[src/rtl/nachi_alu_pkg.sv]
// Shared types and constants for the ALU operand-delivery stage.
// Optional build macro: ALU_OPERAND_FWD_EN (adds rs/rt to the held entry).
package nachi_alu_pkg;

  localparam int unsigned ALU_N   = 32;
  localparam int unsigned REG_W   = 5;
  localparam int unsigned IMM_W   = 16;
  localparam int unsigned FN_W    = 3;
  localparam int unsigned STALL_W = 16;

  localparam logic [FN_W-1:0] ALU_F_AND = 3'b000;
  localparam logic [FN_W-1:0] ALU_F_OR  = 3'b001;
  localparam logic [FN_W-1:0] ALU_F_ADD = 3'b010;
  localparam logic [FN_W-1:0] ALU_F_SUB = 3'b110;
  localparam logic [FN_W-1:0] ALU_F_SLT = 3'b111;

  // Occupancy of the MAIN/SKID pair
  typedef enum logic [1:0] {
    ST_EMPTY = 2'd0,
    ST_ONE   = 2'd1,
    ST_TWO   = 2'd2
  } opstage_state_t;

  // One held operation
  typedef struct packed {
    logic [ALU_N-1:0] a;
    logic [ALU_N-1:0] b;
    logic [FN_W-1:0]  f;
    logic [REG_W-1:0] rd;
`ifdef ALU_OPERAND_FWD_EN
    logic [REG_W-1:0] rs;
    logic [REG_W-1:0] rt;
`endif
    logic             use_imm;
  } op_entry_t;

  // Sign-extend a 16-bit immediate to datapath width
  function automatic logic [ALU_N-1:0] sext_imm(input logic [IMM_W-1:0] imm);
    return {{(ALU_N-IMM_W){imm[IMM_W-1]}}, imm};
  endfunction

endpackage

[src/rtl/alu_operand_stage_if.sv]
// Upstream, write-back and ALU-side signals of the operand stage.
interface alu_operand_stage_if
  import nachi_alu_pkg::*;
#(
  parameter int unsigned N = ALU_N
);

  logic              in_valid;
  logic              in_ready;
  logic [N-1:0]      in_rs_data;
  logic [N-1:0]      in_rt_data;
  logic [REG_W-1:0]  in_rs;
  logic [REG_W-1:0]  in_rt;
  logic [IMM_W-1:0]  in_imm;
  logic              in_use_imm;
  logic [FN_W-1:0]   in_alu_f;
  logic [REG_W-1:0]  in_rd;
  logic              wb_en;
  logic [REG_W-1:0]  wb_rd;
  logic [N-1:0]      wb_data;
  logic              out_valid;
  logic              out_ready;
  logic [N-1:0]      alu_a;
  logic [N-1:0]      alu_b;
  logic [FN_W-1:0]   alu_f;
  logic [REG_W-1:0]  out_rd;
  logic [STALL_W-1:0] stall_cnt;

  // Stage side
  modport slave (
    input  in_valid, in_rs_data, in_rt_data, in_rs, in_rt, in_imm, in_use_imm,
           in_alu_f, in_rd, wb_en, wb_rd, wb_data, out_ready,
    output in_ready, out_valid, alu_a, alu_b, alu_f, out_rd, stall_cnt
  );

  // Decode / execute side
  modport master (
    output in_valid, in_rs_data, in_rt_data, in_rs, in_rt, in_imm, in_use_imm,
           in_alu_f, in_rd, wb_en, wb_rd, wb_data, out_ready,
    input  in_ready, out_valid, alu_a, alu_b, alu_f, out_rd, stall_cnt
  );

endinterface

[src/rtl/operand_fwd.sv]
// Write-back bypass for one operand: wb_data wins on a non-zero register match.
module operand_fwd
  import nachi_alu_pkg::*;
#(
  parameter int unsigned W = ALU_N
) (
  input  logic [REG_W-1:0] i_reg,
  input  logic [W-1:0]     i_value,
  input  logic             i_wb_en,
  input  logic [REG_W-1:0] i_wb_rd,
  input  logic [W-1:0]     i_wb_data,
  output logic [W-1:0]     o_value_c
);

  logic w_hit;

  assign w_hit     = i_wb_en & (i_wb_rd != '0) & (i_wb_rd == i_reg);
  assign o_value_c = w_hit ? i_wb_data : i_value;

endmodule

[src/rtl/alu_operand_stage.sv]
// Registered operand stage feeding the ALU through a 2-entry skid buffer.
// Optional build macro: ALU_OPERAND_FWD_EN enables write-back forwarding.
module alu_operand_stage
  import nachi_alu_pkg::*;
(
  input  logic                clk,
  input  logic                reset,
  alu_operand_stage_if.slave  bus
);

  opstage_state_t     r_state;
  opstage_state_t     w_state_nxt;
  op_entry_t          r_main;
  op_entry_t          r_skid;
  op_entry_t          w_in_raw;
  op_entry_t          w_in_entry;
  op_entry_t          w_main_cur;
  op_entry_t          w_skid_cur;
  op_entry_t          w_main_nxt;
  op_entry_t          w_skid_nxt;
  logic               w_in_ready;
  logic               w_out_valid;
  logic               w_accept;
  logic               w_consume;
  logic [STALL_W-1:0] r_stall_cnt;

  // Capture of the incoming operation before any bypass
  always_comb begin
    w_in_raw         = '0;
    w_in_raw.a       = bus.in_rs_data;
    w_in_raw.b       = bus.in_use_imm ? sext_imm(bus.in_imm) : bus.in_rt_data;
    w_in_raw.f       = bus.in_alu_f;
    w_in_raw.rd      = bus.in_rd;
`ifdef ALU_OPERAND_FWD_EN
    w_in_raw.rs      = bus.in_rs;
    w_in_raw.rt      = bus.in_rt;
`endif
    w_in_raw.use_imm = bus.in_use_imm;
  end

`ifdef ALU_OPERAND_FWD_EN
  logic [ALU_N-1:0] w_in_a_fwd;
  logic [ALU_N-1:0] w_in_b_fwd;
  logic [ALU_N-1:0] w_main_a_fwd;
  logic [ALU_N-1:0] w_main_b_fwd;
  logic [ALU_N-1:0] w_skid_a_fwd;
  logic [ALU_N-1:0] w_skid_b_fwd;

  // Immediate B operands never take the bypass
  operand_fwd #(.W(ALU_N)) u_fwd_in_a (
    .i_reg(w_in_raw.rs), .i_value(w_in_raw.a), .i_wb_en(bus.wb_en),
    .i_wb_rd(bus.wb_rd), .i_wb_data(bus.wb_data), .o_value_c(w_in_a_fwd));
  operand_fwd #(.W(ALU_N)) u_fwd_in_b (
    .i_reg(w_in_raw.rt), .i_value(w_in_raw.b), .i_wb_en(bus.wb_en & ~w_in_raw.use_imm),
    .i_wb_rd(bus.wb_rd), .i_wb_data(bus.wb_data), .o_value_c(w_in_b_fwd));
  operand_fwd #(.W(ALU_N)) u_fwd_main_a (
    .i_reg(r_main.rs), .i_value(r_main.a), .i_wb_en(bus.wb_en),
    .i_wb_rd(bus.wb_rd), .i_wb_data(bus.wb_data), .o_value_c(w_main_a_fwd));
  operand_fwd #(.W(ALU_N)) u_fwd_main_b (
    .i_reg(r_main.rt), .i_value(r_main.b), .i_wb_en(bus.wb_en & ~r_main.use_imm),
    .i_wb_rd(bus.wb_rd), .i_wb_data(bus.wb_data), .o_value_c(w_main_b_fwd));
  operand_fwd #(.W(ALU_N)) u_fwd_skid_a (
    .i_reg(r_skid.rs), .i_value(r_skid.a), .i_wb_en(bus.wb_en),
    .i_wb_rd(bus.wb_rd), .i_wb_data(bus.wb_data), .o_value_c(w_skid_a_fwd));
  operand_fwd #(.W(ALU_N)) u_fwd_skid_b (
    .i_reg(r_skid.rt), .i_value(r_skid.b), .i_wb_en(bus.wb_en & ~r_skid.use_imm),
    .i_wb_rd(bus.wb_rd), .i_wb_data(bus.wb_data), .o_value_c(w_skid_b_fwd));

  // Reassemble entries with bypassed operands
  always_comb begin
    w_in_entry   = w_in_raw;
    w_in_entry.a = w_in_a_fwd;
    w_in_entry.b = w_in_b_fwd;
    w_main_cur   = r_main;
    w_main_cur.a = w_main_a_fwd;
    w_main_cur.b = w_main_b_fwd;
    w_skid_cur   = r_skid;
    w_skid_cur.a = w_skid_a_fwd;
    w_skid_cur.b = w_skid_b_fwd;
  end
`else
  logic w_unused;

  // Without forwarding the write-back port and source numbers are ignored
  assign w_unused   = ^{bus.in_rs, bus.in_rt, bus.wb_en, bus.wb_rd, bus.wb_data};
  assign w_in_entry = w_in_raw;
  assign w_main_cur = r_main;
  assign w_skid_cur = r_skid;
`endif

  // State register
  always_ff @(posedge clk or posedge reset) begin
    if (reset) r_state <= ST_EMPTY;
    else       r_state <= w_state_nxt;
  end

  // Next-state logic
  always_comb begin
    w_state_nxt = r_state;
    unique case (r_state)
      ST_EMPTY: if (w_accept) w_state_nxt = ST_ONE;
      ST_ONE: begin
        if (w_accept && !w_consume)      w_state_nxt = ST_TWO;
        else if (!w_accept && w_consume) w_state_nxt = ST_EMPTY;
      end
      ST_TWO:   if (w_consume) w_state_nxt = ST_ONE;
      default:  w_state_nxt = ST_EMPTY;
    endcase
  end

  // Handshake outputs decoded from registered state only
  always_comb begin
    w_in_ready  = 1'b1;
    w_out_valid = 1'b0;
    unique case (r_state)
      ST_EMPTY: ;
      ST_ONE:   w_out_valid = 1'b1;
      ST_TWO: begin
        w_in_ready  = 1'b0;
        w_out_valid = 1'b1;
      end
      default: ;
    endcase
  end

  assign w_accept  = bus.in_valid & w_in_ready;
  assign w_consume = w_out_valid & bus.out_ready;

  // Entry steering; held entries always carry their bypassed values forward
  always_comb begin
    w_main_nxt = w_main_cur;
    w_skid_nxt = w_skid_cur;
    if (w_accept && ((r_state == ST_EMPTY) || w_consume)) begin
      w_main_nxt = w_in_entry;
    end else if ((r_state == ST_TWO) && w_consume) begin
      w_main_nxt = w_skid_cur;
    end
    if ((r_state == ST_ONE) && w_accept && !w_consume) begin
      w_skid_nxt = w_in_entry;
    end
  end

  // Entry registers
  always_ff @(posedge clk or posedge reset) begin
    if (reset) begin
      r_main   <= '0;
      r_main.f <= ALU_F_AND;
      r_skid   <= '0;
    end else begin
      r_main <= w_main_nxt;
      r_skid <= w_skid_nxt;
    end
  end

  // Saturating count of cycles the ALU holds off a valid operation
  always_ff @(posedge clk or posedge reset) begin
    if (reset) begin
      r_stall_cnt <= '0;
    end else if (w_out_valid && !bus.out_ready && (r_stall_cnt != '1)) begin
      r_stall_cnt <= r_stall_cnt + STALL_W'(1);
    end
  end

  assign bus.in_ready  = w_in_ready;
  assign bus.out_valid = w_out_valid;
  assign bus.alu_a     = r_main.a;
  assign bus.alu_b     = r_main.b;
  assign bus.alu_f     = r_main.f;
  assign bus.out_rd    = r_main.rd;
  assign bus.stall_cnt = r_stall_cnt;

endmodule

[src/flat_wrapper.sv]
// flat-port wrapper written by rule: the top's interface ports become plain ports
module alu_operand_stage_flat import nachi_alu_pkg::*;
  (clk, reset, bus_in_valid, bus_in_rs_data, bus_in_rt_data, bus_in_rs, bus_in_rt, bus_in_imm, bus_in_use_imm, bus_in_alu_f, bus_in_rd, bus_wb_en, bus_wb_rd, bus_wb_data, bus_out_ready, bus_in_ready, bus_out_valid, bus_alu_a, bus_alu_b, bus_alu_f, bus_out_rd, bus_stall_cnt);
  alu_operand_stage_if #(.N((ALU_N))) bus_i ();
  input  logic clk;
  input  logic reset;
  input wire logic [$bits(bus_i.in_valid)-1:0] bus_in_valid;
  input wire logic [$bits(bus_i.in_rs_data)-1:0] bus_in_rs_data;
  input wire logic [$bits(bus_i.in_rt_data)-1:0] bus_in_rt_data;
  input wire logic [$bits(bus_i.in_rs)-1:0] bus_in_rs;
  input wire logic [$bits(bus_i.in_rt)-1:0] bus_in_rt;
  input wire logic [$bits(bus_i.in_imm)-1:0] bus_in_imm;
  input wire logic [$bits(bus_i.in_use_imm)-1:0] bus_in_use_imm;
  input wire logic [$bits(bus_i.in_alu_f)-1:0] bus_in_alu_f;
  input wire logic [$bits(bus_i.in_rd)-1:0] bus_in_rd;
  input wire logic [$bits(bus_i.wb_en)-1:0] bus_wb_en;
  input wire logic [$bits(bus_i.wb_rd)-1:0] bus_wb_rd;
  input wire logic [$bits(bus_i.wb_data)-1:0] bus_wb_data;
  input wire logic [$bits(bus_i.out_ready)-1:0] bus_out_ready;
  output wire logic [$bits(bus_i.in_ready)-1:0] bus_in_ready;
  output wire logic [$bits(bus_i.out_valid)-1:0] bus_out_valid;
  output wire logic [$bits(bus_i.alu_a)-1:0] bus_alu_a;
  output wire logic [$bits(bus_i.alu_b)-1:0] bus_alu_b;
  output wire logic [$bits(bus_i.alu_f)-1:0] bus_alu_f;
  output wire logic [$bits(bus_i.out_rd)-1:0] bus_out_rd;
  output wire logic [$bits(bus_i.stall_cnt)-1:0] bus_stall_cnt;
  assign bus_i.in_valid = bus_in_valid;
  assign bus_i.in_rs_data = bus_in_rs_data;
  assign bus_i.in_rt_data = bus_in_rt_data;
  assign bus_i.in_rs = bus_in_rs;
  assign bus_i.in_rt = bus_in_rt;
  assign bus_i.in_imm = bus_in_imm;
  assign bus_i.in_use_imm = bus_in_use_imm;
  assign bus_i.in_alu_f = bus_in_alu_f;
  assign bus_i.in_rd = bus_in_rd;
  assign bus_i.wb_en = bus_wb_en;
  assign bus_i.wb_rd = bus_wb_rd;
  assign bus_i.wb_data = bus_wb_data;
  assign bus_i.out_ready = bus_out_ready;
  assign bus_in_ready = bus_i.in_ready;
  assign bus_out_valid = bus_i.out_valid;
  assign bus_alu_a = bus_i.alu_a;
  assign bus_alu_b = bus_i.alu_b;
  assign bus_alu_f = bus_i.alu_f;
  assign bus_out_rd = bus_i.out_rd;
  assign bus_stall_cnt = bus_i.stall_cnt;
  alu_operand_stage u_core (.clk(clk), .reset(reset), .bus(bus_i));
endmodule
[config.mk]
export PLATFORM = sky130hd
export DESIGN_NAME = alu_operand_stage_flat
export DESIGN_NICKNAME = d
export VERILOG_FILES = /design/src/rtl/nachi_alu_pkg.sv /design/src/rtl/alu_operand_stage_if.sv /design/src/rtl/operand_fwd.sv /design/src/rtl/alu_operand_stage.sv /design/src/flat_wrapper.sv
export SDC_FILE = /design/constraint.sdc
export NUM_CORES = 1
export LEC_CHECK = 0
export CAP_MARGIN = 20
export CORE_MARGIN = 2
export CORE_UTILIZATION = 35
export DETAILED_ROUTE_END_ITERATION = 8
export DONT_BUFFER_PORTS = 1
export HOLD_SLACK_MARGIN = 0.03
export PLACE_DENSITY = 0.56
export SLEW_MARGIN = 5
export SYNTH_ARGS = -nofsm -noshare
export SYNTH_HDL_FRONTEND = slang
export SYNTH_SLANG_ARGS = --single-unit
[constraint.sdc]
create_clock -name clk -period 10 [get_ports clk]
set_clock_uncertainty 0.1 [all_clocks]
set_input_delay 1 -clock clk [delete_from_list [all_inputs] [get_ports clk]]
set_output_delay 1 -clock clk [all_outputs]
set_load 0.005 [all_outputs]
==> impl_metrics.py, run 1 <==
metrics = {
    "clock_tree": {
        "cts.sinks": 162,
        "cts-buffers-inserted": 17,
        "cts_setup_buffers": 0,
        "cts.hold.buffers_added": 0,
        "cts_buffer_depth": 2,
        "clkLatencyLatePin_ns": 0.42,
        "htreeDepth": 4,
        "cts_tree": "done",
        "cts_resized": 0,
        "cts.clk_slew.worst_paths_ns": 0.06,
        "cts_root_buf": "clkbuf_16",
    },
    "finish": {
        "drive_gt1_share_pct": 15.6,
        "area_growth_pct": 12.2,
        "multi_input_area_sq_um": 2620,
        "final_cell_mix": "dfrtp_1, a21o_1, mux2_2, nand2_1, a22o_1",
        "layout.nets": 696,
        "fillers": 1822,
        "final_util_pct": 39.6,
        "final_cell_count_no_fill": 829,
        "diodes": 0,
        "regArea_sq_um": 4050,
        "final_common_cell": "dfrtp_1",
    },
    "grt": {
        "use_met1_pct": 19.6,
        "antenna_found_initial": 0,
        "grt_util_met2_pct": 26.1,
        "grt_usage_pct": 16.3,
        "grt_pass1_vias": 4778,
        "gr-max-usage-layer": "met2",
        "grt_pass1_wl_um": 25900,
        "grt_max_degree": 93,
        "met3_usage_pct": 8.23,
        "gr-total-overflow": 0,
    },
    "timing": {
        "fin_crit_ns": 3.41,
        "clock.fmax_ghz": 0.293,
        "period_share_pct": 34.1,
        "hold_slack_ns": 0.382,
        "timing.final.hold_violations": 0,
        "setup_viol": 0,
        "worst_slew_pin_slew_ns": 1.03,
        "slew_viol_final": 0,
        "maxSlewHeadroom_pct": 31.4,
        "rsz0062_at_grt": "false",
        "setup_tns_ns": 0,
    },
    "flow_run": {
        "cap_violations": 0,
    },
    "yosys": {
        "synth_edf_count": 0,
        "synth.distinct_cells": 43,
        "postSynthAreaPerCell_sq_um": 12.1,
        "async_flop_share_pct": 100,
        "syn_inst": 565,
        "synth-seq-cells": 162,
        "synth_ff_type": "dfrtp_1",
        "synth_seq_area_share_pct": 59.4,
        "yosysWarnings": 0,
        "syn_nets": 710,
        "synthesis.area_sq_um": 6830,
    },
    "floorplan": {
        "die_height_um": 144,
        "die_w_um": 144,
        "start_util_pct": 35.3,
        "ios": 231,
        "num_rows": 51,
        "coreArea_sq_um": 19300,
        "dieArea_sq_um": 20600,
    },
    "detailed_routing": {
        "drt-pass1-iter-count": 4,
        "avgRoutedWirePerCell_um": 20.1,
        "first_iter_violations": 189,
        "num_vias": 4507,
        "drtAntennaViolNets": 0,
        "wl_um": 16600,
        "drc_errors": 0,
        "routed_via_density": 5.44,
    },
    "worst_setup_path": {
        "start_kind": "flip-flop",
        "crit_fanout": 42,
        "slowest_stage": "nor2_4",
        "cp_cell_sequence": "inv_1, ha_1, and2_1, o21a_2, nor2_4, buf_4, a221o_1",
        "critPathMaxStageDelay_ns": 0.80,
        "critical_path_class": "reg -> reg",
        "worst_setup_path_end_kind": "flip-flop",
        "critical_path_arrival_ns": 3.66,
        "crit_required_ns": 10.25,
    },
    "placed_design": {
        "placed_cells": 797,
        "place_congestion": 0.745,
        "dp_hpwl_um": 10600,
        "place.port_buffers": 0,
    },
    "pwr": {
        "power_frac_comb_pct": 26.7,
        "p_clk_share_pct": 26.2,
        "p_switching_mw": 0.846,
        "cellInternalPower_mw": 1.66,
        "peakVddDrop_mv": 0.127,
        "switching_share_pct": 33.8,
        "power_density_nw_per_um2": 327,
        "leakage_nw": 3.61,
        "seqPwrFrac_pct": 47.1,
    },
    "run_status": {
        "status": "completed",
    },
    "min_path": {
        "hp-class": "reg -> reg",
    },
}
[cells in the mapped netlist, types with 2 or more instances]
| library cell | instances | area, sq um |
|---|---|---|
| buf_1 | 2 | 7.51 |
| and2_1 | 3 | 18.8 |
| buf_2 | 2 | 10.0 |
| a21o_1 | 41 | 308 |
| mux2i_1 | 16 | 160 |
| o21ai_1 | 2 | 10.0 |
| nor2_1 | 39 | 146 |
| a221o_1 | 32 | 320 |
| xor2_1 | 7 | 61.3 |
| nand2_1 | 41 | 154 |
| nand2b_1 | 2 | 12.5 |
| xnor2_1 | 5 | 43.8 |
| clkbuf_1 | 34 | 128 |
| nand4_1 | 6 | 37.5 |
| ha_1 | 4 | 50.1 |
| dfrtp_1 | 162 | 4050 |
| a22o_1 | 40 | 350 |
| nor3_1 | 3 | 15.0 |
| o21ai_0 | 31 | 155 |
| nor4_1 | 3 | 18.8 |
| a21oi_1 | 19 | 95.1 |
| mux2_2 | 41 | 462 |
| nor2b_1 | 2 | 12.5 |
| inv_1 | 5 | 18.8 |
| nand3_1 | 5 | 25.0 |
[sequential cells by signal, summed over array words and instances (netlist names)]
signal                cells
u_core.bus.out_rd         5
u_core.bus.alu_a         32
u_core.bus.stall_cnt     16
u_core.r_state            2
u_core.r_skid            72
u_core.bus.alu_b         32
u_core.bus.alu_f          3
[critical path: cells and delay by family, from the launching register on]
kind            cells  cell delay (ns)
buf+inv             2             0.65
flops               1             0.36
compound gates      2             0.78
simple gates        2             1.04
fa+ha+maj           1             0.40
[cell families after synthesis]
kind of cell,Yosys count,synth area share [%]
compound gates,171,18.8
flops,162,59.4
simple gates,113,7.69
mux,58,9.27
buf+inv,45,2.56
xor+xnor,12,1.54
fa+ha+maj,4,0.733
[through the flow]
| step | instance area (sq um) | power, mW | setup WS (ns) |
|---|---|---|---|
| floorplan | 6830 | 1.66 | 4.52 |
| global placement | 7070 | 1.81 | 6.49 |
| detailed placement | 7070 | 1.87 | 6.38 |
| CTS | 7660 | 2.54 | 6.57 |
| global route | 7660 | 2.68 | 6.39 |
| finish | 7660 | 2.50 | 6.59 |
[power by group through the flow]
stage | Combinational (mW) | Sequential [mW] | Clock (mW)
after floorplan | 0.551 | 1.11 | 0
after global placement | 0.640 | 1.17 | 0
after detailed placement | 0.681 | 1.19 | 0
after CTS | 0.679 | 1.18 | 0.679
after global routing | 0.750 | 1.22 | 0.708
final | 0.667 | 1.18 | 0.657
[routing by layer]
layer  vias up  routed length [um]
li1       2040                   -
met1      2288                6820
met2       166                7770
met3        13                1880
met4         0                 160
met5         -                   0
[final cells by class]
type                            instances  area share, %
Inverter                                6          0.359
Timing Repair Buffer                    6          0.588
Tap cell                              265           4.33
Sequential cell                       162           52.9
Clock inverter                         14           1.99
Multi-Input combinational cell        358           34.1
Clock buffer                           18           5.73
[final timing paths]
path | start | endpoint | slack (ns) | cells past startpoint
worst max-delay path | u_core.r_state[0]$_DFFE_PP0P_ | u_core.bus.alu_b[27]$_DFFE_PP0P_ | 6.59 | 7
worst max register to register | u_core.r_state[0]$_DFFE_PP0P_ | u_core.bus.alu_b[27]$_DFFE_PP0P_ | 6.59 | 7
worst min register to register | u_core.r_skid[14]$_DFFE_PP0P_ | u_core.r_skid[14]$_DFFE_PP0P_ | 0.38 | 2
worst min-delay path | u_core.r_skid[14]$_DFFE_PP0P_ | u_core.r_skid[14]$_DFFE_PP0P_ | 0.38 | 2
max in group asynchronous | reset | u_core.bus.alu_a[4]$_DFFE_PP0P_ | 7.79 | 2
min in group asynchronous | reset | u_core.bus.alu_a[16]$_DFFE_PP0P_ | 0.47 | 1
Note: power is estimated with default switching activity, not from simulation.
==> inputs of run 2 (changes only) <==
clock period = 3.6 ns   (was 10 ns; I/O delays follow)
==> run 2 against run 1 <==
Power increased to 2.8 times the previous value. Largest cell class unchanged. Via count increased by 3.7%. Wire length shrank 1.4%. Critical endpoint is now u_core.bus.alu_b[4]$_DFFE_PP0P_. Largest power group unchanged. Highest routed layer unchanged.
==> impl_metrics.py, run 2 (synthesis gave the netlist of run 1 again) <==
metrics = {
    "grt": {
        "met3_usage_pct": 6.36,
        "grt_usage_pct": 15.9,
        "grt_util_met2_pct": 25.8,
        "grt_pass1_vias": 4898,
        "gr-max-usage-layer": "met2",
        "grt_max_degree": 163,
        "grt_pass1_wl_um": 25700,
        "antenna_found_initial": 1,
        "use_met1_pct": 19.6,
        "gr-total-overflow": 0,
    },
    "clock_tree": {
        "htreeDepth": 4,
        "cts.clk_slew.worst_paths_ns": 0.06,
        "cts_buffer_depth": 2,
        "cts-buffers-inserted": 17,
        "clkLatencyLatePin_ns": 0.41,
        "cts_resized": 0,
        "cts.sinks": 162,
        "cts_root_buf": "clkbuf_16",
        "cts_tree": "done",
    },
    "detailed_routing": {
        "drc_errors": 0,
        "routed_via_density": 5.36,
        "drt-pass1-iter-count": 4,
        "drtAntennaViolNets": 0,
        "first_iter_violations": 151,
        "wl_um": 16400,
        "num_vias": 4675,
        "avgRoutedWirePerCell_um": 18.8,
    },
    "worst_setup_path": {
        "crit_required_ns": 3.80,
        "startpoint": "u_core.r_state[0]$_DFFE_PP0P_",
        "critical_path_arrival_ns": 3.02,
        "r2r_end": "u_core.bus.alu_b[4]$_DFFE_PP0P_",
        "reg2reg_from": "u_core.r_state[0]$_DFFE_PP0P_",
        "start_kind": "flip-flop",
        "r2r_slack_ns": 0.78,
        "crit_fanout": 46,
        "rr_worst_depth": 7,
        "critical_path_class": "reg -> reg",
        "critPathCapture": "u_core.bus.alu_b[4]$_DFFE_PP0P_",
        "worst_setup_path_end_kind": "flip-flop",
    },
    "timing": {
        "hold_slack_ns": 0.0550,
        "clock.fmax_ghz": 0.354,
        "period_share_pct": 78.4,
        "setup_tns_ns": 0,
        "setup_ws_ns": 0.776,
        "timing.final.hold_violations": 0,
        "rsz0062_at_grt": "false",
        "fin_crit_ns": 2.82,
        "maxSlewHeadroom_pct": 34.0,
        "setup_viol": 0,
        "slew_viol_final": 0,
        "worst_slew_pin_slew_ns": 0.989,
    },
    "min_path": {
        "min-delay-start": "bus_in_rs_data[27]",
        "hp-class": "in -> reg",
    },
    "placed_design": {
        "place.port_buffers": 0,
        "preCtsSetupSlack_ns": 0.760,
        "place_congestion": 0.762,
        "dp_hpwl_um": 9940,
    },
    "finish": {
        "area_growth_pct": 19.2,
        "top_register": "u_core.r_skid",
        "final_cell_mix": "dfrtp_1, a21o_1, mux2_2, nand2_1, dlygate4sd3_1",
        "largest_reg_flops": 72,
        "drive_gt1_share_pct": 14.7,
        "final_common_cell": "dfrtp_1",
        "layout.nets": 738,
    },
    "pwr": {
        "leakage_nw": 3.80,
        "peakVddDrop_mv": 0.364,
        "power_density_nw_per_um2": 873,
    },
    "flow_run": {
        "cap_violations": 0,
    },
    "floorplan": {
        "start_util_pct": 35.3,
        "num_rows": 51,
        "coreArea_sq_um": 19300,
        "dieArea_sq_um": 20600,
        "die_height_um": 144,
        "die_w_um": 144,
        "ios": 231,
    },
    "run_status": {
        "status": "completed",
    },
}
## run 2: routing by layer
layer / vias to the layer above / wire length (um)
met1: 2372 / 7140
met3: 13 / 1490
li1: 2130 / -
met5: - / 0
met4: 0 / 131
met2: 160 / 7640
## run 2: repair_timing
item	4_1_cts	5_1_grt
hold buffers	41	0
hold endpoints to repair	51	0
buffers inserted	0	0
## run 2: how the worst min path moves through the flow
stage,slack (ns),end,cells after the start
2_1_floorplan,0.35,u_core.r_skid[10]$_DFFE_PP0P_,2
3_3_place_gp,0.36,u_core.r_skid[25]$_DFFE_PP0P_,2
3_5_place_dp,0.37,u_core.r_skid[12]$_DFFE_PP0P_,2
4_1_cts,0.03,u_core.bus.alu_a[27]$_DFFE_PP0P_,2
5_1_grt,0.03,u_core.bus.alu_a[9]$_DFFE_PP0P_,2
6_report,0.05,u_core.bus.alu_a[27]$_DFFE_PP0P_,2
## run 2: layout make-up
type,instances,area [sq um]
fillers,1800,11200
flip-flops and latches,162,4050
multi-input cells,358,2620
repair buffers,48,475
clock buffers,18,439
well taps,265,332
clock inverters,14,200
inverters,6,26.3
diodes,1,2.50
## run 2: metrics by stage
stage	instance area (sq um)	instances	power (mW)	util, %
detailed placement	7090	798	5.17	36.7
CTS	8140	871	7.20	42.1
finish	8140	872	7.11	42.1
floorplan	6830	565	4.62	-
global placement	7090	798	5.04	36.7
global route	8140	871	7.59	42.1
## run 2: critical path, stage by stage (launching register included)
cell and delay [ns]:
dfrtp_1 0.37, inv_1 0.09, ha_1 0.24, nor2b_1 0.33
o21a_2 0.86, nor2_4 0.02, buf_4 0.33, a221o_1 0.36
## run 2: where the power goes
part / switching (mW) / internal, mW
registers: 0.612 / 2.65
clock network: 0.768 / 1.19
logic: 0.945 / 0.940
==> inputs of run 3 (changes only) <==
PLACE_DENSITY = 0.58   (was 0.56)
clock period = 2.25 ns   (was 3.6 ns; I/O delays follow)
==> run 3 against run 2 <==
Register-to-register slack got worse by 0.66 ns. Wire length grew 5.8%. Via count up 4.9%. Flip-flop and latch count unchanged. Hold slack gained 0.015 ns. Clock power rose by 37%. Combinational power grew 80%. Power increased by 60%. Non-clock buffer count up 60. Critical path type is now in -> reg. Critical endpoint is now u_core.bus.alu_b[12]$_DFFE_PP0P_.
==> impl_metrics.py, run 3 (synthesis gave the netlist of run 1 again) <==
metrics = {
    "floorplan": {
        "ios": 231,
        "start_util_pct": 35.3,
        "dieArea_sq_um": 20600,
        "die_w_um": 144,
        "die_height_um": 144,
        "coreArea_sq_um": 19300,
        "num_rows": 51,
    },
    "pwr": {
        "peakVddDrop_mv": 0.538,
        "power_mw": 11.4,
        "power_density_nw_per_um2": 1300,
        "leakage_nw": 4.07,
    },
    "flow_run": {
        "cap_violations": 0,
    },
    "detailed_routing": {
        "first_iter_violations": 161,
        "routed_via_density": 5.28,
        "wl_um": 17300,
        "drtAntennaViolNets": 0,
        "num_vias": 4904,
        "drc_errors": 0,
        "avgRoutedWirePerCell_um": 18.7,
        "drt-pass1-iter-count": 5,
    },
    "grt": {
        "grt_max_degree": 85,
        "grt_pass1_wl_um": 27000,
        "gr-max-usage-layer": "met2",
        "antenna_found_initial": 0,
        "gr-total-overflow": 0,
        "met3_usage_pct": 6.80,
        "grt_pass1_vias": 5277,
        "grt_usage_pct": 16.8,
        "grt_util_met2_pct": 27.8,
        "use_met1_pct": 19.8,
    },
    "timing": {
        "clock.fmax_ghz": 0.458,
        "setup_viol": 0,
        "setup_tns_ns": 0,
        "timing.final.hold_violations": 0,
        "period_share_pct": 96.9,
        "fin_crit_ns": 2.18,
        "worst_slew_pin_slew_ns": 0.669,
        "rsz0062_at_grt": "false",
        "maxSlewHeadroom_pct": 55.4,
        "slew_viol_final": 0,
    },
    "run_status": {
        "status": "completed",
    },
    "finish": {
        "final_common_cell": "dfrtp_1",
        "diodes": 0,
        "area_growth_pct": 27.6,
        "drive_gt1_share_pct": 14.9,
        "final_area_sq_um": 8720,
        "layout.nets": 798,
        "top_register": "u_core.r_skid",
        "largest_reg_flops": 72,
        "final_cell_count_no_fill": 929,
        "final_cell_mix": "dfrtp_1, dlygate4sd3_1, a21o_1, mux2_2, nand2_1",
        "final_util_pct": 45.1,
    },
    "clock_tree": {
        "cts_buffer_depth": 2,
        "cts_root_buf": "clkbuf_16",
        "clkLatencyLatePin_ns": 0.41,
        "cts.sinks": 162,
        "cts-buffers-inserted": 17,
        "cts.clk_slew.worst_paths_ns": 0.06,
        "cts_tree": "done",
        "htreeDepth": 4,
    },
    "worst_setup_path": {
        "critPathCapture": "u_core.bus.alu_b[12]$_DFFE_PP0P_",
        "crit_required_ns": 2.44,
        "reg2reg_from": "u_core.r_state[0]$_DFFE_PP0P_",
        "startpoint": "bus_in_use_imm",
        "r2r_slack_ns": 0.12,
        "r2r_end": "u_core.r_skid[5]$_DFFE_PP0P_",
        "worst_setup_path_end_kind": "flip-flop",
        "start_kind": "primary input",
        "crit_fanout": 12,
        "cp_cell_sequence": "dlygate4sd3_1, mux2i_1, dlygate4sd3_1, nor2_1, a221o_1",
        "crit_path_frequent_cell": "dlygate4sd3_1",
        "slowest_stage": "dlygate4sd3_1",
        "critical_path_arrival_ns": 2.37,
        "critical_path_class": "in -> reg",
        "rr_worst_depth": 7,
        "critPathMaxStageDelay_ns": 0.96,
    },
    "placed_design": {
        "placed_cells": 806,
        "place_area_sq_um": 7240,
        "dp_hpwl_um": 10600,
        "place.port_buffers": 0,
        "place_congestion": 0.784,
    },
    "min_path": {
        "hp-class": "in -> reg",
    },
}
## run 3: stage by stage
stage	worst slack, ns	hold WS (ns)
after floorplan	-0.132	0.276
after global placement	0.198	-0.0805
after detailed placement	0.130	-0.0775
after CTS	0.0706	0.0322
after global routing	0.0161	0.0472
final	0.0689	0.0702
## run 3: worst min-delay path by stage
stage	start	end	slack, ns	cells after the start
floorplan	bus_in_rd[1]	u_core.r_skid[2]$_DFFE_PP0P_	0.28	1
global placement	reset	u_core.bus.alu_a[10]$_DFFE_PP0P_	-0.08	1
detailed placement	reset	u_core.r_skid[51]$_DFFE_PP0P_	-0.08	1
CTS	bus_in_imm[10]	u_core.bus.alu_b[10]$_DFFE_PP0P_	0.03	3
global route	bus_in_imm[10]	u_core.bus.alu_b[10]$_DFFE_PP0P_	0.05	3
finish	bus_in_imm[4]	u_core.bus.alu_b[4]$_DFFE_PP0P_	0.07	3
## run 3: per-layer routing
metal  wire, um  up-vias
met1       7180     2462
met3       1430       21
li1           -     2246
met4        337        0
met2       8400      175
met5          0        -
## run 3: timing repair
item / CTS / global route
resized for setup: 0 / 2
hold buffers: 89 / 0
endpoints found under the setup margin: 0 / 11
buffers inserted: 0 / 3
hold endpoints to repair: 304 / 0
## run 3: report_power, final
group / leakage (nW) / total, mW / internal, mW / switching, mW
Sequential: 2.01 / 5.24 / 4.25 / 0.996
Clock: 0.267 / 2.69 / 1.56 / 1.13
Combinational: 1.79 / 3.41 / 1.78 / 1.63
Total: 4.07 / 11.3 / 7.59 / 3.76
## run 3: cell type report
type                       instances  area [sq um]
fill                            1776         10600
clock buffer                      20           457
timing repair buffer             108          1140
inverter                           6          26.3
tap                              265           332
sequential                       162          4050
clock inverter                    10          87.6
multi-input combinational        358          2620
## run 3: worst max-delay path, delay by kind of cell
kind | cells | cell delay, ns
buffers and inverters | 2 | 1.56
muxes | 1 | 0.27
AOI/OAI and AO/OA | 1 | 0.26
and+or+nand+nor | 1 | 0.05
